--- src/rtl/bcd_down_timer.sv ---
// bcd_down_timer: multi-digit BCD countdown timer with one-cycle done pulse.
// Define BCD_DOWN_TIMER_AUTO_RELOAD_EN for periodic auto-reload mode.
module bcd_down_timer #(
  parameter int DIGITS = 4
) (
  input  logic                  clk,
  input  logic                  rst,
  input  logic                  en,
  input  logic                  load,
  input  logic [4*DIGITS-1:0]   load_val,
  output logic [4*DIGITS-1:0]   count,
  output logic                  busy,
  output logic                  zero,
  output logic                  done
);

  localparam int W = 4 * DIGITS;

  typedef enum logic [1:0] {
    IDLE,
    RUN,
    EXPIRED
  } state_t;

  state_t         state;
  logic [W-1:0]   count_q;
  logic [W-1:0]   reload_q;
  logic           busy_q;
  logic           done_q;

  logic [W-1:0]   load_c;
  logic [W-1:0]   dec_c;
  logic           load_nz;
  logic           dec_z;
  logic           reload_nz;

  function automatic logic [W-1:0] clamp9(
    input logic [W-1:0] v
  );
    logic [W-1:0] r;
    r = v;
    for (int i = 0; i < DIGITS; i++) begin
      if (v[4*i +: 4] > 4'd9) begin
        r[4*i +: 4] = 4'd9;
      end
    end
    return r;
  endfunction

  function automatic logic [W-1:0] bcd_dec(
    input logic [W-1:0] v
  );
    logic [W-1:0] r;
    logic         borrow;
    r      = v;
    borrow = 1'b1;
    for (int i = 0; i < DIGITS; i++) begin
      if (borrow) begin
        if (v[4*i +: 4] == 4'd0) begin
          r[4*i +: 4] = 4'd9;
        end else begin
          r[4*i +: 4] = v[4*i +: 4] - 4'd1;
          borrow      = 1'b0;
        end
      end
    end
    return r;
  endfunction

  // Next-value datapath: clamped load value and ripple-borrow decrement.
  always_comb begin
    load_c    = clamp9(load_val);
    dec_c     = bcd_dec(count_q);
    load_nz   = |load_c;
    dec_z     = ~|dec_c;
    reload_nz = |reload_q;
  end

  // Timer FSM with registered count, busy and done.
  always_ff @(posedge clk) begin
    if (rst) begin
      state    <= IDLE;
      count_q  <= '0;
      reload_q <= '0;
      busy_q   <= 1'b0;
      done_q   <= 1'b0;
    end else begin
      done_q <= 1'b0;
      if (load) begin
        count_q  <= load_c;
        reload_q <= load_c;
        state    <= load_nz ? RUN : IDLE;
        busy_q   <= load_nz;
      end else begin
        unique case (state)
          IDLE: begin
            busy_q <= 1'b0;
          end
          RUN: begin
            if (en) begin
`ifdef BCD_DOWN_TIMER_AUTO_RELOAD_EN
              if (~|count_q) begin
                count_q <= reload_q;
                state   <= reload_nz ? RUN : IDLE;
                busy_q  <= reload_nz;
              end else begin
                count_q <= dec_c;
                done_q  <= dec_z;
              end
`else
              count_q <= dec_c;
              if (dec_z) begin
                state  <= EXPIRED;
                busy_q <= 1'b0;
                done_q <= 1'b1;
              end
`endif
            end
          end
          EXPIRED: begin
            count_q <= '0;
            busy_q  <= 1'b0;
          end
          default: begin
            state  <= IDLE;
            busy_q <= 1'b0;
          end
        endcase
      end
    end
  end

  assign count = count_q;
  assign busy  = busy_q;
  assign done  = done_q;
  assign zero  = ~|count_q;

endmodule

--- config.mk ---
export PLATFORM = sky130hd
export DESIGN_NAME = bcd_down_timer
export DESIGN_NICKNAME = d
export VERILOG_FILES = /design/src/rtl/bcd_down_timer.sv
export SDC_FILE = /design/constraint.sdc
export NUM_CORES = 1
export LEC_CHECK = 0
export ABC_CLOCK_PERIOD_IN_PS = 3000
export CORE_MARGIN = 10
export CORE_UTILIZATION = 41
export CTS_BUF_LIST = sky130_fd_sc_hd__clkbuf_8
export DETAILED_ROUTE_END_ITERATION = 10
export PLACE_DENSITY_LB_ADDON = 0.3
export SLEW_MARGIN = 20
export SYNTH_ARGS = -nofsm -noshare
export SYNTH_HDL_FRONTEND = slang
export SYNTH_SLANG_ARGS = --single-unit
--- constraint.sdc ---
create_clock -name clk -period 3 [get_ports clk]
set_input_delay 0.3 -clock clk [delete_from_list [all_inputs] [get_ports clk]]
set_output_delay 0.3 -clock clk [all_outputs]
set_load 0.05 [all_outputs]
==> flow_summary.rst <==
.. list-table::
   :header-rows: 1

   * - Metric
     - Value
   * - Run status
     - complete, no violations
   * - Yosys Warn Count
     - 0
   * - Worst slew slack as a fraction of its limit
     - between 40% and 50%
   * - Endpoint class of the critical path
     - output pin
   * - Initial standard-cell utilization of the core
     - 42.15%
   * - Placeable core area
     - about 3000 um^2
   * - GRT Resource Usage Total
     - ~15%
   * - Part of the cycle the worst path needs
     - 84.98%
   * - Syn_nets
     - between 150 and 200
   * - Total DRC errors in the routed layout
     - 0
   * - Vertical die dimension
     - 75.79 um
   * - Share of final-layout standard cells stronger than drive strength 1
     - a little under 5%
   * - FF+latch area
     - between 400 and 500 um^2
   * - Buffers and inverters on the worst path
     - 1
   * - Number of flops mapped to enable cells by yosys
     - 0
   * - Number of antenna violations at the first check in global routing
     - 0
   * - Number of pins with negative max-slew slack in the final report
     - 0
   * - Most used flip-flop cell after synthesis
     - sky130_fd_sc_hd__dfxtp_1
   * - Worst-path fanout max
     - 9
   * - Count of routing violations after the opening detailed-route iteration
     - 191
   * - First-pass GRT wire length
     - 6768 um
   * - First-pass iteration count of the detailed router
     - 4
   * - Die Area
     - approximately 5700 um^2
   * - Vias after detailed routing
     - ~1500
   * - Maximum clock path buffer count
     - 2
   * - Aggregate negative setup slack
     - 0 ps
   * - RSZ-0062 raised after global routing
     - no
   * - Via-per-instance ratio
     - 5.917
   * - Cell taking the most area after synthesis
     - sky130_fd_sc_hd__dfxtp_1
   * - Fmax
     - roughly 400 MHz
   * - Instance count after placement with tap cells included
     - around 250
   * - Sequential share of the synthesized area
     - between 30% and 40%
   * - DRT met1 WL
     - about 1800 um
   * - Synthesized area per cell
     - roughly 7.4 um^2
   * - Number of distinct library cells after synthesis
     - 39
   * - Die Span X
     - 75.79 um
   * - Sum of internal, switching and leakage power
     - just under 800 uW
   * - Gp weighted congestion
     - 0.8327
   * - Total of flip-flops plus latches after synthesis
     - 20
   * - Origin of the worst min-delay path
     - busy
   * - Clock sink total
     - 20
   * - Least-Margin Pin Slew
     - 799.6 ps
   * - Hold crit path type
     - flip-flop to flip-flop
   * - Worst IR Drop VDD
     - ~190 uV
   * - Clock latency at the later pin of the worst-skew pair
     - between 200 and 300 ps
   * - Hold violation total from the final report
     - 0
   * - Fraction of registers with async set/reset
     - 0%
   * - Root Buffer
     - sky130_fd_sc_hd__clkbuf_8
   * - DPL Wire Length
     - 3178 um
   * - Crit Reg-Reg Startpoint
     - count[0]
   * - Number of instances in the synthesized netlist
     - 173
   * - Crit path time final
     - 2549 ps
   * - Leakage power of the design
     - 0.0006196 uW
   * - Startpoint class of the critical path
     - flip-flop
   * - Growth of design area from synthesis to finish
     - 35.98%
   * - Final routed wirelength across all metal layers
     - about 4200 um
   * - Largest net degree at the start of global routing
     - 21
   * - Setup Slack @ Placement
     - roughly 360 ps
   * - Hold-fix buffers at CTS
     - 0
   * - Kind of cell with the highest combined delay on the critical path
     - simple AND/OR/NAND/NOR gates
   * - Total number of H-tree levels
     - 1
   * - Final cell count without fillers
     - between 200 and 300
   * - Max Cap Viol
     - 0
   * - Required time worst endpoint
     - roughly 2700 ps
   * - Min setup slack post-route
     - between 400 and 500 ps
   * - Diodes inserted
     - 0
   * - CTS tree
     - yes
   * - Num CTS Buffers
     - 3
   * - Detailed route wirelength on metal2
     - 2041 um
   * - Clock edge transition at the registers on the reported setup and hold paths
     - approximately 80 ps
   * - Gr ovfl total
     - 0
   * - Arrival time of the worst setup path
     - between 2000 and 2500 ps
   * - Number of fillers in the final layout
     - just under 300
   * - Main area contributors after synthesis
     - sky130_fd_sc_hd__dfxtp_1 (31%), sky130_fd_sc_hd__o21ai_0 (6.3%), sky130_fd_sc_hd__nand2_1 (5.9%)
   * - Top cell type's share of synthesized area
     - roughly a third
   * - # setup viols final
     - 0
   * - Classification of the worst setup path
     - flip-flop to output pin
   * - Post-layout util
     - between 50% and 60%
   * - Metal3 WL
     - approximately 350 um
   * - Number of nets in the finished design
     - between 200 and 250
   * - Std-Cell Rows
     - 20
   * - Worst setup path start
     - count[0]
   * - Top sig layer
     - met4
   * - Power density over cell area
     - 452.2 nW/um^2
   * - Ordered cell list for the critical path
     - or4_4, nor3_1, nand3_1, nor2_1, dlymetal6s2s_1
   * - Cell with the largest stage delay on the worst path
     - sky130_fd_sc_hd__or4_4
   * - I/O Buffers
     - 38
   * - Cell area after synthesis
     - approximately 1300 um^2
   * - Final Skew
     - around 3.4 ps
   * - Slowest cell delay on critical path
     - about 600 ps
   * - Detailed-route wire length per cell
     - about 17 um
   * - Top-level port count
     - 39
   * - Vias in the first global route
     - 1429
   * - Antenna Nets Post-Route
     - 0
   * - Area of the multi-input gates
     - approximately 830 um^2
   * - Cell types with the highest counts after synthesis
     - sky130_fd_sc_hd__dfxtp_1 (20), sky130_fd_sc_hd__nand2_1 (20), sky130_fd_sc_hd__nor2_1 (18), sky130_fd_sc_hd__o21ai_0 (16), sky130_fd_sc_hd__a21oi_1 (14)
==> path summary, 6_finish.rpt <==
path | endpoint | slack (ps) | cells after the start
max reg2reg | count[15] | 990 | 5
min | busy | 480 | 2
min reg2reg | busy | 480 | 2
max | zero | 450 | 5
==> state kept, by name, summed over array words and instances (netlist names) <==
name   flops
busy       1
count     16
done       1
state      2
==> metrics by stage <==
step	cell area, um^2	hold slack, ps
global placement	1692	461.3
finish	1735	481.9
CTS	1733	494.8
global route	1735	541.1
detailed placement	1692	475.8
floorplan	1276	436.0
==> repair_timing <==
| item | in CTS | in global routing |
|---|---|---|
| endpoints found under the setup margin | 0 | 1 |
| setup buffers | 0 | 0 |
| resized for setup | 0 | 1 |
==> where the power goes <==
| part | internal (uW) | switching [uW] | leakage, uW |
|---|---|---|---|
| Sequential | 283 | 31.5 | 0.000164 |
| Clock | 89.7 | 95.4 | 0.0000216 |
| Combinational | 112 | 173 | 0.000434 |
| Total | 485 | 300 | 0.000620 |
==> layout make-up <==
cell class | count | area share, %
well taps | 44 | 3.172
clock buffers | 3 | 2.379
inverters | 3 | 0.6489
multi-input cells | 142 | 47.80
repair buffers | 40 | 22.93
flip-flops and latches | 20 | 23.07
==> metal layers <==
layer	vias up	track usage [%]
li1	730	-
met1	700	18.54
met2	57	24.53
met3	4	3.906
met4	0	4.536
met5	-	0
==> cell usage in the layout (no fill, tap or decap), types with 2 or more instances in the layout <==
| master | instances |
|---|---|
| sky130_fd_sc_hd__a211oi_1 | 5 |
| sky130_fd_sc_hd__nor2_1 | 18 |
| sky130_fd_sc_hd__clkbuf_8 | 3 |
| sky130_fd_sc_hd__nor3_1 | 8 |
| sky130_fd_sc_hd__dfxtp_1 | 20 |
| sky130_fd_sc_hd__nand2_1 | 20 |
| sky130_fd_sc_hd__nand3b_1 | 4 |
| sky130_fd_sc_hd__o41ai_1 | 2 |
| sky130_fd_sc_hd__a221oi_1 | 2 |
| sky130_fd_sc_hd__o21a_1 | 5 |
| sky130_fd_sc_hd__o31ai_1 | 2 |
| sky130_fd_sc_hd__nand3_1 | 6 |
| sky130_fd_sc_hd__buf_4 | 2 |
| sky130_fd_sc_hd__a31oi_1 | 2 |
| sky130_fd_sc_hd__nor2b_1 | 3 |
| sky130_fd_sc_hd__a21oi_1 | 14 |
| sky130_fd_sc_hd__a21o_1 | 2 |
| sky130_fd_sc_hd__mux2i_1 | 2 |
| sky130_fd_sc_hd__nand4_1 | 2 |
| sky130_fd_sc_hd__nor4_1 | 10 |
| sky130_fd_sc_hd__nand2b_1 | 2 |
| sky130_fd_sc_hd__inv_1 | 3 |
| sky130_fd_sc_hd__o21ai_0 | 16 |
| sky130_fd_sc_hd__clkdlybuf4s50_1 | 37 |
| sky130_fd_sc_hd__or4_1 | 3 |
| sky130_fd_sc_hd__or2_2 | 2 |
==> tightest hold or removal path: stages, from the launching register on <==
cell and delay, ps:
sky130_fd_sc_hd__dfxtp_1 320, sky130_fd_sc_hd__inv_1 50, sky130_fd_sc_hd__o21ai_0 70
==> cells by family after synthesis <==
kind of cell	synth area share [%]
buf+inv	3.627
simple gates	34.71
mux	1.569
compound gates	28.73
flops	31.37
No activity file was read; power rests on OpenSTA's default activity.
